<file path="config.mk">
export PLATFORM = sky130hd
export DESIGN_NAME = ks_operand_sequencer
export DESIGN_NICKNAME = d
export VERILOG_FILES = /design/src/rtl/ks_operand_sequencer.sv
export SDC_FILE = /design/constraint.sdc
export NUM_CORES = 1
export LEC_CHECK = 0
export CAP_MARGIN = 20
export CORE_MARGIN = 8
export CORE_UTILIZATION = 45
export DETAILED_ROUTE_END_ITERATION = 7
export PLACE_DENSITY = 0.79
export SLEW_MARGIN = 20
export SYNTH_ARGS = -nofsm -noshare
export SYNTH_HDL_FRONTEND = slang
export SYNTH_SLANG_ARGS = --single-unit
</file>
<file path="constraint.sdc">
create_clock -name clk -period 2.4 [get_ports clk]
set_clock_uncertainty 0.1 [all_clocks]
set_input_delay 0.6 -clock clk [delete_from_list [all_inputs] [get_ports clk]]
set_output_delay 0.6 -clock clk [all_outputs]
set_load 0.03 [all_outputs]
</file>
<file path="src/rtl/ks_operand_sequencer.sv">
`default_nettype none
// ============================================================================
// ks_operand_sequencer: valid/ready operand collector and result register
// stage around the Kogge-Stone adder core.  Revision 1.0
// ============================================================================
module ks_operand_sequencer #(
   parameter int WIDTH = 8
) (
   input  logic             clk,
   input  logic             rst,
   input  logic [WIDTH-1:0] in_data,
   input  logic             in_valid,
   output logic             in_ready,
   input  logic             in_acc,
   input  logic             acc_clear,
   output logic [WIDTH-1:0] add_a,
   output logic [WIDTH-1:0] add_b,
   input  logic [WIDTH-1:0] add_sum,
   input  logic             add_cout,
   output logic [WIDTH-1:0] out_sum,
   output logic             out_cout,
   output logic             out_valid,
   input  logic             out_ready,
   output logic             acc_ovf,
   output logic             busy
);

   localparam logic [1:0] S_IDLE  = 2'd0;
   localparam logic [1:0] S_GET_B = 2'd1;
   localparam logic [1:0] S_ADD   = 2'd2;
   localparam logic [1:0] S_RESP  = 2'd3;

   logic [1:0]       state;
   logic [WIDTH-1:0] a_reg;
   logic [WIDTH-1:0] b_reg;
   logic [WIDTH-1:0] acc;
   logic             mode;

   always_ff @(posedge clk) begin
      if (rst) begin
         state     <= S_IDLE;
         a_reg     <= '0;
         b_reg     <= '0;
         acc       <= '0;
         mode      <= 1'b0;
         out_sum   <= '0;
         out_cout  <= 1'b0;
         out_valid <= 1'b0;
         acc_ovf   <= 1'b0;
      end else begin
         case (state)
            S_IDLE: begin
               if (in_valid) begin
                  if (in_acc) begin
                     // Accumulate op: the single beat is operand B, A comes from acc.
                     b_reg <= in_data;
                     mode  <= 1'b1;
                     state <= S_ADD;
                  end else begin
                     a_reg <= in_data;
                     mode  <= 1'b0;
                     state <= S_GET_B;
                  end
               end
            end
            S_GET_B: begin
               if (in_valid) begin
                  b_reg <= in_data;
                  state <= S_ADD;
               end
            end
            S_ADD: begin
               out_sum   <= add_sum;
               out_cout  <= add_cout;
               acc       <= add_sum;
               out_valid <= 1'b1;
               if (mode && add_cout) begin
                  acc_ovf <= 1'b1;
               end
               state <= S_RESP;
            end
            default: begin
               if (out_ready) begin
                  out_valid <= 1'b0;
                  state     <= S_IDLE;
               end
            end
         endcase

         // Placed last so a clear on the ADD edge overrides the acc/acc_ovf update.
         if (acc_clear) begin
            acc     <= '0;
            acc_ovf <= 1'b0;
         end
      end
   end

   assign in_ready = (state == S_IDLE) || (state == S_GET_B);
   assign busy     = (state != S_IDLE);
   assign add_a    = mode ? acc : a_reg;
   assign add_b    = b_reg;

endmodule
`default_nettype wire
</file>
Word-level counts from Yosys, hierarchy flattened

Cells that the tools add are included.

Register bits: 38
Output and inout bits: 29
Logic and storage cells: 44

Bitwise logic cells: 2
Equal/unequal tests: 5
Muxes and demuxes: 13
Reductions and logical operators: 15

Operator list:

| cell                                                                  | number |
|---|---|
| 8-bit 2-to-1 mux                                                      | 4 |
| 8-bit one-hot mux with 2 select lines                                 | 1 |
| 2-bit 2-to-1 mux                                                      | 4 |
| 2-bit != test, second input constant                                  | 3 |
| 2-bit one-hot mux with 3 select lines                                 | 1 |
| 2-bit AND reduction                                                   | 3 |
| 3-bit AND reduction                                                   | 2 |
| 2-bit nonzero test                                                    | 3 |
| 4-bit AND reduction                                                   | 1 |
| 4-bit nonzero test                                                    | 1 |
| 2-bit OR reduction                                                    | 2 |
| 2-bit by 1-bit equality test with 1-bit output, second input constant | 1 |
| 2-bit equality test, second input constant                            | 1 |
| 2-bit logical NOT                                                     | 1 |
| 1-bit 2-to-1 mux                                                      | 2 |
| 1-bit NOT                                                             | 2 |
| 1-bit one-hot mux with 2 select lines                                 | 1 |
| 1-bit logical AND                                                     | 1 |
| 1-bit logical OR                                                      | 1 |

Longest topological paths before layout

Gate-level depths: netlist of the first run.

Word-level depth: 4
Mapped depth: 7
Depth with buffers taken out: 6

Worst setup path after synthesis of the first run

Ideal clock, no wire load.

Kind: register to output
Start: reg mode
End: out add_a[0]
Slack: 0.647 ns
Cell stages (with the launch flop): 3
Path buffers: 1
Arrival time: 1.053 ns
Cells stage by stage: dfxtp_1 > clkbuf_1 > mux2_2

Word-level cells in the longest chain between the ends: 1

RTL lines:

| element                  | RTL line | text |
|---|---|---|
| start: declaration       | 37       | `logic mode;` |
| start signal: assignment | 45       | `mode <= 1'b0;` |
| start signal: assignment | 57       | `mode <= 1'b1;` |
| start signal: assignment | 61       | `mode <= 1'b0;` |
| 8-bit 2-to-1 mux         | 100      | `assign add_a = mode ? acc : a_reg;` |
| end: declaration         | 16       | `output logic [WIDTH-1:0] add_a,` |

Every way passes these cells.

Worst setup path after layout of the first run

Start: reg state[0]
End: out busy

Word-level cells in the longest chain between the ends: 1

RTL lines:

| element                  | RTL line | text |
|---|---|---|
| start: declaration       | 33       | `logic [1:0] state;` |
| start signal: assignment | 41       | `state <= S_IDLE;` |
| start signal: assignment | 58       | `state <= S_ADD;` |
| start signal: assignment | 62       | `state <= S_GET_B;` |
| 2-bit nonzero test       | 99       | `assign busy = (state != S_IDLE);` |
| end: declaration         | 25       | `output logic busy` |

Every way passes these cells.

==> implementation parameters, run 1 <==
Parameter                              Value

Routing
  Vias after detailed routing    between 1k and 1.5k
  Iteration count of the initial detailed-routing pass    4
  Post-route ant nets    0
  Detailed Route Iter0 Violations    between 60 and 70
  Met1 WL    1.55 mm
  Routed wire length on met2    1.78 mm
  Routed length per instance    13.6 um
  Met3 WL post-DR    about 290 um
  Highest metal layer with signal wires    met4
  Vias/cell    slightly below 5
  Wire length reported by the detailed router    about 3.7 mm
  # DRC    0

Clock network
  Clk sink count    38
  Root buffer cell    sky130_fd_sc_hd__clkbuf_4
  Post-CTS setup buffer count    0
  CTS Hold Bufs    0
  Number of H-tree branching levels    2
  Number of buffers added by the clock tree synthesis step    5
  Clock slew seen by the registers of the worst setup and hold paths    ~110 ps
  CTS max path bufs    2
  Clock latency on the worst-skew pair    between 300 and 400 ps
  CTS tree    built

STA
  Setup WS post-layout    between 150 and 200 ps
  Crit share post-route    0.926
  Number of failing hold endpoints at the final stage    0
  Final min period    roughly 2200 ps
  Remaining max-slew budget at the tightest pin    0.509
  Accumulated negative setup slack    0 ps
  F_max    between 400 and 500 MHz
  Max Transition Viols Final    0
  Final count of negative-setup-slack endpoints    0
  RSZ-0062 raised after global routing    no
  Slew at the pin closest to its max-slew limit    around 740 ps

Global routing
  Antenna violations before repair    0
  First-pass GRT wire length    a little under 6 mm
  Sum of overflow across all layers after global routing    0
  Via count of the first global-routing pass    1318
  Total routing resource utilization after global routing    0.137
  Largest net degree at the start of global routing    28

Power and ir drop
  Fraction of power consumed by sequential logic    0.393
  Clock power frac    0.174
  Logic pwr share    0.433
  Cell leakage power    ~0.93 nW
  Power density normalized to cell area    908 mW/mm2
  Switching power    about 0.00075 W
  Switching part of the total power    0.377
  Internal Dissipation    between 0.001 and 0.0015 W
  Worst vdd rail ir drop    about 0.55 mV

Yosys
  Proportion of netlist area held by the largest area contributor    0.478
  Post-synthesis cell type count    25
  Mean area per synthesized cell    approximately 9.2 um2
  Nets in the synthesized netlist    200
  Leading register cell type out of synthesis    sky130_fd_sc_hd__dfxtp_1
  Mapped cell area    around 0.0016 mm2
  Synthesized flop and latch total    38
  Leading area contributor after synthesis    sky130_fd_sc_hd__dfxtp_1
  Cell count after synthesis    ~170
  Number of enable-type register cells in the synthesized netlist    0
  List of most frequent post-synthesis cells    sky130_fd_sc_hd__dfxtp_1 (38), sky130_fd_sc_hd__nand2_1 (27), sky130_fd_sc_hd__a21oi_1 (20)
  Sequential area share after synthesis    0.478
  Synth area leaders    sky130_fd_sc_hd__dfxtp_1 (48%), sky130_fd_sc_hd__mux2i_1 (11%), sky130_fd_sc_hd__nand2_1 (6.4%)
  Async S/R FF share, synth    0
  Library cell with the highest instance count after synthesis    sky130_fd_sc_hd__dfxtp_1
  Warnings from Yosys    0

Layout
  Layout overhead on the synthesized area    38.4%
  Number of nets at the end of the flow    around 250
  Antenna fix cells    0
  Final Core Density    0.655
  Layout cells sized above 1    0.119
  Sequential cell area in the final layout    roughly 760 um2
  Area used by multi-input combinational logic    757 um2
  Fillers    slightly above 300

Worst setup path
  Setup Crit Path Kind    reg -> out
  Data required time of the critical path    roughly 1700 ps
  Category of the worst setup path launch point    flop
  Arrival time reported for the critical path endpoint    1520 ps
  Nature of the critical path endpoint    output port
  Crit-path max FO    4

Status
  Run status    finished clean

Floorplan
  Die footprint    approximately 0.0057 mm2
  Total I/O pin count    52
  Standard-cell rows    21
  Height of the die    75.5 um
  Initial cell density of the core    0.473
  Floorplan die width    75.5 um
  Core Box Area    about 0.0034 mm2

Placement
  Routability Congestion    between 0.7 and 0.8
  Post-Place Worst Slack    152 ps
  Number of buffer cells added on primary ports    51
  Sum of net half-perimeters after detailed placement    a little under 3 mm

Flow run
  Number of violations of the max-capacitance limit    0

Min path
  Min-delay worst type    reg -> reg
## worst max-delay path, cell delays in order (launching register included)
cell	delay (ps)
sky130_fd_sc_hd__dfxtp_1	390
sky130_fd_sc_hd__inv_1	110
sky130_fd_sc_hd__ha_1	250
sky130_fd_sc_hd__inv_1	60
sky130_fd_sc_hd__dlygate4sd2_1	380
## cells in the final DEF (no fill, tap or decap), types with 3 or more instances in the layout
master / count
sky130_fd_sc_hd__ha_1: 4
sky130_fd_sc_hd__o21ai_0: 3
sky130_fd_sc_hd__dfxtp_1: 37
sky130_fd_sc_hd__nand2b_1: 16
sky130_fd_sc_hd__dlygate4sd2_1: 9
sky130_fd_sc_hd__clkdlybuf4s50_1: 41
sky130_fd_sc_hd__buf_4: 6
sky130_fd_sc_hd__mux2i_1: 18
sky130_fd_sc_hd__nor2_1: 12
sky130_fd_sc_hd__mux2_2: 8
sky130_fd_sc_hd__nand2_1: 27
sky130_fd_sc_hd__a21oi_1: 20
sky130_fd_sc_hd__clkbuf_4: 5
sky130_fd_sc_hd__inv_1: 5
## kinds of logic (layout without fill, tap and decap cells)
family	count (synthesis)	after routing	synth area share
and+or+nand+nor	61	61	0.178
DFF	38	38	0.478
adders and majority gates	4	4	0.0314
muxes	26	26	0.170
buffers and inverters	17	71	0.0464
AOI/OAI and AO/OA	27	27	0.0959
## layout make-up
type	count	share of cell area
Inverter	6	0.0102
Tap cell	46	0.0261
Multi-Input combinational cell	118	0.344
Clock buffer	6	0.0233
Clock inverter	2	0.00568
Sequential cell	38	0.346
Timing Repair Buffer	57	0.245
## stage by stage
step           instances  hold slack [ps]  area [um2]  power, W
2_1_floorplan        173              347        1590   0.00139
3_3_place_gp         265              344        2150   0.00166
3_5_place_dp         265              345        2150   0.00170
4_1_cts              273              371        2200   0.00202
5_1_grt              273              398        2200   0.00211
6_report             273              371        2200   0.00200
## power by group through the flow
stage	Clock [W]	Combinational, W	Sequential [W]
after floorplan	0	0.000491	0.000895
after global routing	0.000386	0.000926	0.000799
after CTS	0.000360	0.000875	0.000785
final	0.000348	0.000867	0.000785
after global placement	0	0.000866	0.000790
after detailed placement	0	0.000900	0.000799
## final timing paths
path              slack (ps)  startpoint  cells after the start  endpoint
setup / recovery         180    state[0]                      4      busy
hold / removal           370    add_b[4]                      2  add_b[4]
setup reg to reg         440    state[0]                      6  state[1]
hold reg to reg          370    add_b[4]                      2  add_b[4]
## layer usage
metal | vias to the layer above | track usage
li1 | 677 | -
met1 | 585 | 0.149
met2 | 48 | 0.226
met3 | 10 | 0.0487
met4 | 0 | 0.0746
met5 | - | 0
## repair_timing
item / CTS / global route
resized for setup: 10 / 3
pin swaps: 0 / 0
endpoints found under the setup margin: 10 / 1
No activity file was read; power rests on OpenSTA's default activity.
==> inputs of run 2 (changes only) <==
GPL_ROUTABILITY_DRIVEN = 0   (was default)
==> results of run 2 <==
The final DEF is identical to that of run 1; final timing and power are the same.
==> variant: new RTL, flow settings as in run 2 <==
Set the parameter `WIDTH` to 10 (it was 8).
--- a/src/rtl/ks_operand_sequencer.sv
+++ b/src/rtl/ks_operand_sequencer.sv
@@ -4,7 +4,7 @@
 // stage around the Kogge-Stone adder core.  Revision 1.0
 // ============================================================================
 module ks_operand_sequencer #(
-   parameter int WIDTH = 8
+   parameter int WIDTH = 10
 ) (
    input  logic             clk,
    input  logic             rst,
Ports: changed (5 resized); port bits go from 52 to 62. No check against the original RTL was run, so the function may have changed too.
==> variant against run 2 <==
- design area is 21% higher
- routed wire length is 20% higher
- hold slack worse by 7.5 ps
- power is 25% higher
- critical path type unchanged
- worst setup slack worse by 110 ps
- area after synthesis is 19% higher
- largest cell class unchanged
- sequential cell count is 8 higher
- register-to-register slack better by 30 ps
==> variant: results (changes against run 2) <==
* Run status: finished, final reports clean
* Crit Reg-Reg Startpoint: state[1]
* Switching power at 0.877 mW (+16%)
* R2R setup slack at 470 ps (+30 ps)
* Reg2reg end: state[1]
* Comb pwr share at 0.393 (-0.040)
* Setup WS pre-CTS at 181 ps (+28.4 ps)
* Worst endpoint data arrival time at 1630 ps (+110 ps)
* DRT iter0 DRCs at 46 (-25%)
* Final worst path period need at 2330 ps (+107 ps)
* Antenna violations before repair at 0 (unchanged)
* Net count after synthesis at 236 (+18%)
* Slew @ Worst Pin at 590 ps (-146 ps)
* P_seq at 0.950 mW (+21%)
* Setup crit start: mode
* Worst Setup EP: add_a[0]
* Fin cells at 318 (+16%)
* Final worst slack at 70.7 ps (-107 ps)
* Max IR drop VDD at 0.411 mV (-25%)
* Total wire length at 4.47 mm (+20%)
* Crit path largest cell delay at 600 ps (+210 ps)
* N_diodes at 0 (unchanged)
* Placed Cells at 310 (+17%)
* Pin count of the biggest net entering global routing at 34 (+21%)
* Final Net Count at 298 (+18%)
* Clk root buf: clkbuf_8
* Worst-Skew Late Latency at 290 ps (-40 ps)
* PwrDens at 942 nW/um2 (+3.7%)
* Clock-pin transition on the worst setup and hold timing paths at 90 ps (-20 ps)
* Area contributors post-synth: dfxtp_1 49%, mux2i_1 12%, nand2b_1 6.6%, nand2_1 6.5%, a21oi_1 6.3%
* Syn_area_per_cell at 9.25 um2 (+0.58%)
* First-pass GRT wire length at 7.20 mm (+21%)
* Async SR Flop Fraction at 0 (unchanged)
* Drt pass-1 iters at 4 (unchanged)
* Share of cells above drive strength 1 at 0.101 (-0.0182)
* Tot GR Track Use at 0.139 (+0.00252)
* Synth cell count leaders: 46 x dfxtp_1, 33 x nand2_1, 24 x a21oi_1
* Area after DPL at 2560 um2 (+19%)
* # port buffers at 61 (+20%)
* Hpwl dp at 3.43 mm (+17%)
* Leakage power at 1.11 nW (+20%)
* Post-synthesis cell type count at 24 (-4.0%)
* Sequential share of the synthesized area at 0.485 (+0.00750)
* Synthesis Warnings at 0 (unchanged)
* Via count at 1549 (+17%)
* Highest-delay cell along the critical path: clkdlybuf4s50_1
variant: cell count changes after synthesis:
cell / run 2 / this run
a21oi_1: 20 / 24
nor2_1: 12 / 14
mux2_2: 8 / 10
mux2i_1: 18 / 22
nand2b_1: 16 / 20
clkbuf_1: 7 / 9
nand2_1: 27 / 33
dfxtp_1: 38 / 46
clkinv_1: 1 / 0
inv_1: 5 / 6
variant: repair_timing:
action / in CTS / in global routing
hold endpoints to repair: 0 / 0
setup endpoints to repair: 10 / 1
gates resized for setup: 10 / 1
setup buffers: 0 / 0
variant: area by class of cell:
class / count / area (um2)
Timing Repair Buffer: 68 / 652
Inverter: 6 / 22.5
Multi-Input combinational cell: 140 / 895
Tap cell: 50 / 62.6
Clock inverter: 2 / 37.5
Fill cell: 352 / 1370
Clock buffer: 6 / 72.6
Sequential cell: 46 / 921
variant: worst min path at each step:
stage	slack, ps	depth (start not counted)	start	to
floorplan	340	2	acc[9]	acc[9]
global placement	350	2	add_b[6]	add_b[6]
detailed placement	350	2	add_b[8]	add_b[8]
CTS	360	2	add_b[8]	add_b[8]
global route	390	2	out_sum[0]	out_sum[0]
finish	360	2	add_b[3]	add_b[3]
variant: cells by family (layout without fill, tap and decap cells):
logic type               after synthesis  in the layout  share of synthesized area
buffers and inverters                 19             82                     0.0429
AND/OR/NAND/NOR                       73             73                      0.179
multiplexers                          32             32                      0.175
adder cells (fa/ha/maj)                4              4                     0.0264
AO/OA/AOI/OAI                         31             31                     0.0910
flip-flops                            46             46                      0.485
variant: metal layers:
layer | routed length (um) | vias up | GRT usage | part of all wire
li1 | - | 799 | - | -
met1 | 2060 | 707 | 0.173 | 0.46
met2 | 2090 | 36 | 0.224 | 0.47
met3 | 221 | 7 | 0.0254 | 0.049
met4 | 97 | 0 | 0.0750 | 0.022
met5 | 0 | - | 0 | 0
